$ cat config.mk
export PLATFORM = sky130hd
export DESIGN_NAME = spi_accel_responder
export DESIGN_NICKNAME = d
export VERILOG_FILES = /design/src/rtl/spi_accel_responder.sv
export SDC_FILE = /design/constraint.sdc
export NUM_CORES = 1
export LEC_CHECK = 0
export BUFFER_PORTS_ARGS = -buffer_cell sky130_fd_sc_hd__buf_2
export CAP_MARGIN = 15
export CORE_MARGIN = 4
export CORE_UTILIZATION = 50
export DETAILED_ROUTE_END_ITERATION = 12
export PLACE_DENSITY = 0.66
export SLEW_MARGIN = 20
export SYNTH_ARGS = -nofsm -noshare
export SYNTH_HDL_FRONTEND = slang
export SYNTH_SLANG_ARGS = --single-unit
$ cat constraint.sdc
create_clock -name CLK -period 3.33 [get_ports CLK]
set_input_delay 0.1665 -clock CLK [delete_from_list [all_inputs] [get_ports CLK]]
set_output_delay 0.1665 -clock CLK [all_outputs]
set_load 0.05 [all_outputs]
$ cat src/rtl/spi_accel_responder.sv
// -----------------------------------------------------------------------------
// spi_accel_responder
//   SPI mode-0 slave that stands in for an ADXL362-style accelerometer so the
//   SPI master chain can be exercised closed-loop without the real sensor.
//   All SPI pins are oversampled on CLK. Command 0x0A writes and command 0x0B
//   reads; both take an address byte and then auto-increment through a burst.
//
// Ports
//   CLK         system clock, at least 8x SCLK_A
//   ARST_L      asynchronous active-low reset
//   SCLK_A      SPI clock from master (idles low, asynchronous to CLK)
//   SS          slave select, active-low
//   MOSI        master-out data, sampled on SCLK_A rise
//   MISO        slave-out data, MSB first, updated on SCLK_A fall
//   XDATA_IN,
//   YDATA_IN,
//   ZDATA_IN    emulated sample bytes
//   SAMPLE_STB  one-CLK pulse: new sample present on *_IN
//   INT1        data-ready interrupt, active-high level
// -----------------------------------------------------------------------------
module spi_accel_responder #(
   parameter logic [7:0] DEVID_AD  = 8'hAD,
   parameter logic [7:0] DEVID_MST = 8'h1D,
   parameter logic [7:0] PARTID    = 8'hF2
) (
   input  logic       CLK,
   input  logic       ARST_L,
   input  logic       SCLK_A,
   input  logic       SS,
   input  logic       MOSI,
   output logic       MISO,
   input  logic [7:0] XDATA_IN,
   input  logic [7:0] YDATA_IN,
   input  logic [7:0] ZDATA_IN,
   input  logic       SAMPLE_STB,
   output logic       INT1
);

   typedef enum logic [2:0] {
      IDLE,
      CMD,
      ADDR,
      WDATA,
      RDATA,
      IGNORE
   } state_t;

   localparam logic [7:0] CMD_WRITE = 8'h0A;
   localparam logic [7:0] CMD_READ  = 8'h0B;
   localparam logic [7:0] ADDR_X    = 8'h08;

   // ---------------------------------------------------------------------------
   // Synchronizers and registered edge detection
   // ---------------------------------------------------------------------------
   logic [1:0] sclk_sync, ss_sync, mosi_sync;
   logic       sclk_d, ss_d, mosi_d;
   logic       sclk_rise, sclk_fall, ss_rise, ss_fall;
   logic       ss_s;

   assign ss_s = ss_sync[1];

   always_ff @(posedge CLK or negedge ARST_L) begin
      if (!ARST_L) begin
         // SS idles high, so its pipeline resets to the idle level and no
         // spurious edge is seen when reset releases.
         sclk_sync <= 2'b00;
         ss_sync   <= 2'b11;
         mosi_sync <= 2'b00;
         sclk_d    <= 1'b0;
         ss_d      <= 1'b1;
         mosi_d    <= 1'b0;
         sclk_rise <= 1'b0;
         sclk_fall <= 1'b0;
         ss_rise   <= 1'b0;
         ss_fall   <= 1'b0;
      end else begin
         // NOTE: non-blocking assignments make every flop sample the pre-edge
         // value, so the chain advances exactly one stage per clock.
         sclk_sync <= {sclk_sync[0], SCLK_A};
         ss_sync   <= {ss_sync[0], SS};
         mosi_sync <= {mosi_sync[0], MOSI};
         sclk_d    <= sclk_sync[1];
         ss_d      <= ss_sync[1];
         // mosi_d lines up with the registered sclk_rise pulse.
         mosi_d    <= mosi_sync[1];
         sclk_rise <= sclk_sync[1] & ~sclk_d;
         sclk_fall <= ~sclk_sync[1] & sclk_d;
         ss_rise   <= ss_sync[1] & ~ss_d;
         ss_fall   <= ~ss_sync[1] & ss_d;
      end
   end

   // ---------------------------------------------------------------------------
   // Transaction state
   // ---------------------------------------------------------------------------
   state_t      state, state_n;
   logic [2:0]  bit_cnt;
   logic [7:0]  rx_shreg, tx_shreg, addr;
   logic [7:0]  rx_byte, next_addr, load_addr, rd_data;
   logic        is_read, byte_done, tx_load, wr_en;
   logic [7:0]  wr_regs [16];

   logic [7:0]  x_reg, y_reg, z_reg;
   logic [7:0]  x_pend, y_pend, z_pend;
   logic        pend, data_ready;
   logic        apply_now, apply_pend;

   assign rx_byte   = {rx_shreg[6:0], mosi_d};
   assign byte_done = sclk_rise && (bit_cnt == 3'd7);
   assign next_addr = addr + 8'd1;
   // The byte just received is the start address in ADDR; otherwise the
   // burst moves to the following address (wrapping at 0xFF).
   assign load_addr = (state == ADDR) ? rx_byte : next_addr;

   always_ff @(posedge CLK or negedge ARST_L) begin
      if (!ARST_L) state <= IDLE;
      else         state <= state_n;
   end

   always_comb begin
      // NOTE: every output of this block gets a default first, so no path can
      // leave a signal unassigned and infer a latch.
      state_n = state;
      tx_load = 1'b0;
      wr_en   = 1'b0;
      case (state)
         IDLE:   if (ss_fall) state_n = CMD;
         CMD:    if (byte_done)
                    state_n = (rx_byte == CMD_WRITE || rx_byte == CMD_READ) ? ADDR : IGNORE;
         ADDR:   if (byte_done) begin
                    state_n = is_read ? RDATA : WDATA;
                    tx_load = is_read;
                 end
         WDATA:  if (byte_done) wr_en = (addr[7:4] == 4'h2);
         RDATA:  if (byte_done) tx_load = 1'b1;
         IGNORE: state_n = IGNORE;
         default: state_n = IDLE;
      endcase
      // Deselect ends the transaction from any state; a partial byte is lost.
      if (ss_rise) begin
         state_n = IDLE;
         tx_load = 1'b0;
         wr_en   = 1'b0;
      end
   end

   // Register read map, indexed by the address about to be loaded.
   always_comb begin
      rd_data = 8'h00;
      case (load_addr)
         8'h00:   rd_data = DEVID_AD;
         8'h01:   rd_data = DEVID_MST;
         8'h02:   rd_data = PARTID;
         8'h08:   rd_data = x_reg;
         8'h09:   rd_data = y_reg;
         8'h0A:   rd_data = z_reg;
         8'h0B:   rd_data = {7'b0, data_ready};
         default: if (load_addr[7:4] == 4'h2) rd_data = wr_regs[load_addr[3:0]];
      endcase
   end

   always_ff @(posedge CLK or negedge ARST_L) begin
      if (!ARST_L) begin
         bit_cnt  <= 3'd0;
         rx_shreg <= 8'h00;
         tx_shreg <= 8'h00;
         addr     <= 8'h00;
         is_read  <= 1'b0;
         MISO     <= 1'b0;
         // NOTE: this 16-byte file is small and must read back 0x00 after
         // reset, so it is built from resettable flops rather than a RAM.
         for (int i = 0; i < 16; i++) wr_regs[i] <= 8'h00;
      end else begin
         if (state == IDLE && ss_fall) begin
            bit_cnt  <= 3'd0;
            rx_shreg <= 8'h00;
         end else if (state != IDLE && sclk_rise) begin
            bit_cnt  <= bit_cnt + 3'd1;
            rx_shreg <= rx_byte;
         end

         if (state == CMD && byte_done) is_read <= (rx_byte == CMD_READ);

         if (state == ADDR && byte_done)
            addr <= rx_byte;
         else if ((state == WDATA || state == RDATA) && byte_done)
            addr <= next_addr;

         if (wr_en) wr_regs[addr[3:0]] <= rx_byte;

         if (tx_load)
            tx_shreg <= rd_data;
         else if (state == RDATA && sclk_fall)
            tx_shreg <= {tx_shreg[6:0], 1'b0};

         if (ss_s || state != RDATA)
            MISO <= 1'b0;
         else if (sclk_fall)
            MISO <= tx_shreg[7];
      end
   end

   // ---------------------------------------------------------------------------
   // Sample holding registers and data-ready flag
   //   A strobe while deselected loads at once; one during a transaction is
   //   parked and applied once synced SS is high again, so a burst never sees
   //   the sample bytes change under it.
   // ---------------------------------------------------------------------------
   assign apply_now  = SAMPLE_STB & ss_s;
   assign apply_pend = pend & ss_s & ~SAMPLE_STB;

   always_ff @(posedge CLK or negedge ARST_L) begin
      if (!ARST_L) begin
         x_reg      <= 8'h00;
         y_reg      <= 8'h00;
         z_reg      <= 8'h00;
         x_pend     <= 8'h00;
         y_pend     <= 8'h00;
         z_pend     <= 8'h00;
         pend       <= 1'b0;
         data_ready <= 1'b0;
      end else begin
         if (apply_now) begin
            x_reg <= XDATA_IN;
            y_reg <= YDATA_IN;
            z_reg <= ZDATA_IN;
            pend  <= 1'b0;
         end else if (SAMPLE_STB) begin
            x_pend <= XDATA_IN;
            y_pend <= YDATA_IN;
            z_pend <= ZDATA_IN;
            pend   <= 1'b1;
         end else if (apply_pend) begin
            x_reg <= x_pend;
            y_reg <= y_pend;
            z_reg <= z_pend;
            pend  <= 1'b0;
         end

         // A new sample outranks the read-of-X clear in the same cycle.
         if (apply_now || apply_pend)
            data_ready <= 1'b1;
         else if (tx_load && load_addr == ADDR_X)
            data_ready <= 1'b0;
      end
   end

   assign INT1 = data_ready;

endmodule

==> metrics <==
outcome=finished, final reports clean; sw power=between 2 and 2.5 mW; residual antenna-violating net count after detailed routing=0; capture instance of the worst register-to-register path=wr_regs[96]; count of filler cells inserted in the layout=around 1700; time the worst path needs with I/O delays and setup=2.96 ns; setup slack of the most critical reg-to-reg path=0.37 ns; number of placement rows=53; via-per-instance ratio=5.78; P_leak=6.13 nW; cells along the critical path=ha_1, ha_1, nand2_1, nor4_1, nor2b_1, nor2b_1, nand2_1, mux2_1; TritonCTS clock tree=built; number of nets in the finished design=1023; core region area=21100 um2; category of cells accounting for the largest share of critical-path delay=simple AND/OR/NAND/NOR gates; count of pins on the block boundary=32; clock insertion delay at the later pin of the skew report=0.53 ns; die height=155 um; main area contributors after synthesis=sky130_fd_sc_hd__dfrtp_1, sky130_fd_sc_hd__mux2_2, sky130_fd_sc_hd__mux2i_1; number of antenna violations at the first check in global routing=0; sequential share of power=between 30% and 40%; RSZ-0062 raised after global routing=no; FF/Latch Area=5560 um2; register with the most flip-flops=wr_regs; number of setup violations in the final report=0; antenna cells=0; Power per Cell Area=roughly 620 nW/um2; commonest cells in the synthesized netlist=sky130_fd_sc_hd__dfrtp_1, sky130_fd_sc_hd__mux2_2, sky130_fd_sc_hd__nand2_1; critical path fanouts, max=8; Clk Tree Root Cell=sky130_fd_sc_hd__clkbuf_16; kind of start point of the critical path=flop; most instantiated library cell after synthesis=sky130_fd_sc_hd__dfrtp_1; die area=23900 um2; cell-internal power=5.24 mW; Logic pwr share=24.5%; critical path class=flop to flop; Max Slew Vio Count=0; Post-Place Worst Slack=0.422 ns; max FFs per register=about 130; destination of the critical timing path=wr_regs[96]; Peak Freq=around 340 MHz; share of synthesized area occupied by flip-flops and latches=between 50% and 60%; vias after detailed routing=7398; biggest area consumer among synthesized cells=sky130_fd_sc_hd__dfrtp_1; synthesized instance count=932; starting DRC count in detailed routing=between 500 and 600; number of warnings issued by yosys=0; final hold violation count=0; clock sink total=around 220; worst clock skew=0.0212 ns; critical-path cell with the highest stage delay=sky130_fd_sc_hd__nor4_1; maximum vdd ir drop=roughly 0.51 mV; Post-Syn Nets=968; Min Hold Slack=0.226 ns; share of total power consumed by net switching=31.9%; Die X=roughly 150 um; Routability Congestion=0.908; Post CTS Setup Buffer Count=0; number of synthesized flops with an enable pin=0; Stages on worst setup path=8; reg2reg path depth=8; flip-flop cell with the highest count after synthesis=sky130_fd_sc_hd__dfrtp_1; async set or reset register ratio after synthesis=100%; critical path required time=between 3 and 4 ns; iteration count of the initial detailed-routing pass=5; Relative slew margins=42.5%; Crit. Startpoint=bit_cnt[0]; number of max-cap violations=0; aggregate global routing overflow=0; IO Port Bufs=31; worst stage delay on the critical path=slightly above 0.6 ns; cell depth of the worst hold path=4; worst hold path type=input pin to flop; buffer levels on the longest clock path=3; count of state elements after synthesis=between 200 and 250; crit end category=flop; pin count of the biggest net entering global routing=roughly 110; vias in the first global route=approximately 7600; worst r2r src=bit_cnt[0]; share of the cycle needed by the critical path after routing=88.9%; HPWL after detailed placement=16.4 mm; area overhead of the layout relative to synthesis=15.3%; remaining design rule violation count=0; Cell variety after synth=61; final wirelength=25.1 mm; signal arrival time at the worst endpoint=3.36 ns; layout cells sized above 1=26.3%; clock share of power=35.9%; H-tree levels=1; global-route usage over all layers=around 22%; worst path bufs/invs=0; clock slew seen by the registers of the worst setup and hold paths=0.06 ns; Syn Std Cell Area=approximately 11000 um2; wire length per cell=19.6 um; area used by multi-input combinational logic=4880 um2; actual transition at the worst max-transition pin=roughly 0.86 ns; first-pass GRT wire length=41.7 mm; mean instance size in the synthesized netlist=11.5 um2; aggregate negative setup slack=0 ns; minimum setup slack in the final design=0.369 ns; effective utilization at floorplan=50.9%; core occupancy in the finished layout=58.7%; top-area cell type share of the netlist area=51.1%; Num CTS Buffers=25
layer usage:
| metal | vias up | wire, um | track usage [%] |
|---|---|---|---|
| li1 | 3456 | - | - |
| met1 | 3733 | 11500 | 30.5 |
| met2 | 160 | 11900 | 34.9 |
| met3 | 49 | 1080 | 3.55 |
| met4 | 0 | 586 | 5.17 |
| met5 | - | 0 | 0 |
how the worst min path moves through the flow:
stage          startpoint    endpoint  slack [ns]
2_1_floorplan      ARST_L        INT1       -0.13
3_3_place_gp           SS  ss_sync[0]        0.27
3_5_place_dp           SS  ss_sync[0]        0.27
4_1_cts        SAMPLE_STB        pend        0.21
5_1_grt        SAMPLE_STB        pend        0.26
6_report       SAMPLE_STB        pend        0.23
worst min-delay path: stages:
cell	delay, ns
sky130_fd_sc_hd__buf_2	0.10
sky130_fd_sc_hd__buf_4	0.25
sky130_fd_sc_hd__nor2_1	0.14
sky130_fd_sc_hd__nor2_1	0.05
kinds of logic after synthesis:
family | after synthesis | share of synthesized area (%)
and+or+nand+nor | 252 | 11.2
muxes | 229 | 23.4
DFF | 222 | 51.8
AOI/OAI and AO/OA | 148 | 9.76
buffers and inverters | 71 | 2.77
adders and majority gates | 6 | 0.699
xor gates and xnor gates | 4 | 0.326
power by group through the flow:
stage                     combinational (mW)  clock (mW)  sequential (mW)
after floorplan                         1.27           0             3.01
after global placement                  1.85           0             3.08
after detailed placement                1.85           0             3.08
after CTS                               1.88        2.83             3.04
after global routing                    2.05        2.95             3.06
final                                   1.89        2.77             3.04
layout make-up:
type	instances	area share (%)
clock buffers	34	5.81
flip-flops and latches	222	44.9
well taps	275	2.78
multi-input cells	639	39.4
clock inverters	11	0.950
inverters	7	0.212
repair buffers	92	5.90
metrics by stage:
stage                     cell area (um2)  std cells  power, mW
after floorplan                     10700        932       4.28
after global placement              11300       1207       4.93
after detailed placement            11300       1207       4.93
after CTS                           12400       1280       7.75
after global routing                12400       1280       8.07
final                               12400       1280       7.70
cells in the final DEF, fill, tap and decap left out, drive strengths merged, types with 3 or more instances in the layout:
master	synthesis	routed
nand2	129	129
o21ai	18	18
a21o	3	3
and2	9	9
o22ai	4	4
dlygate4sd3	0	28
a22oi	10	10
clkinv	0	6
xnor2	3	3
o22a	4	4
nor2b	10	10
nand3b	23	23
a32oi	3	3
clkbuf	49	34
a21oi	34	34
nor4	3	3
nor2	36	36
a31oi	11	11
nand3	17	17
mux2	156	156
a22o	37	37
nand2b	6	6
dfrtp	219	219
ha	6	6
inv	7	8
a211oi	8	8
dfstp	3	3
mux2i	72	72
buf	15	64
a211o	3	3
nor3	6	6
what timing repair did:
action | CTS | global route
hold buffers | 28 | 0
endpoints found under the hold margin | 153 | 0
resized for setup | 0 | 0
No activity file was read; power rests on OpenSTA's default activity.
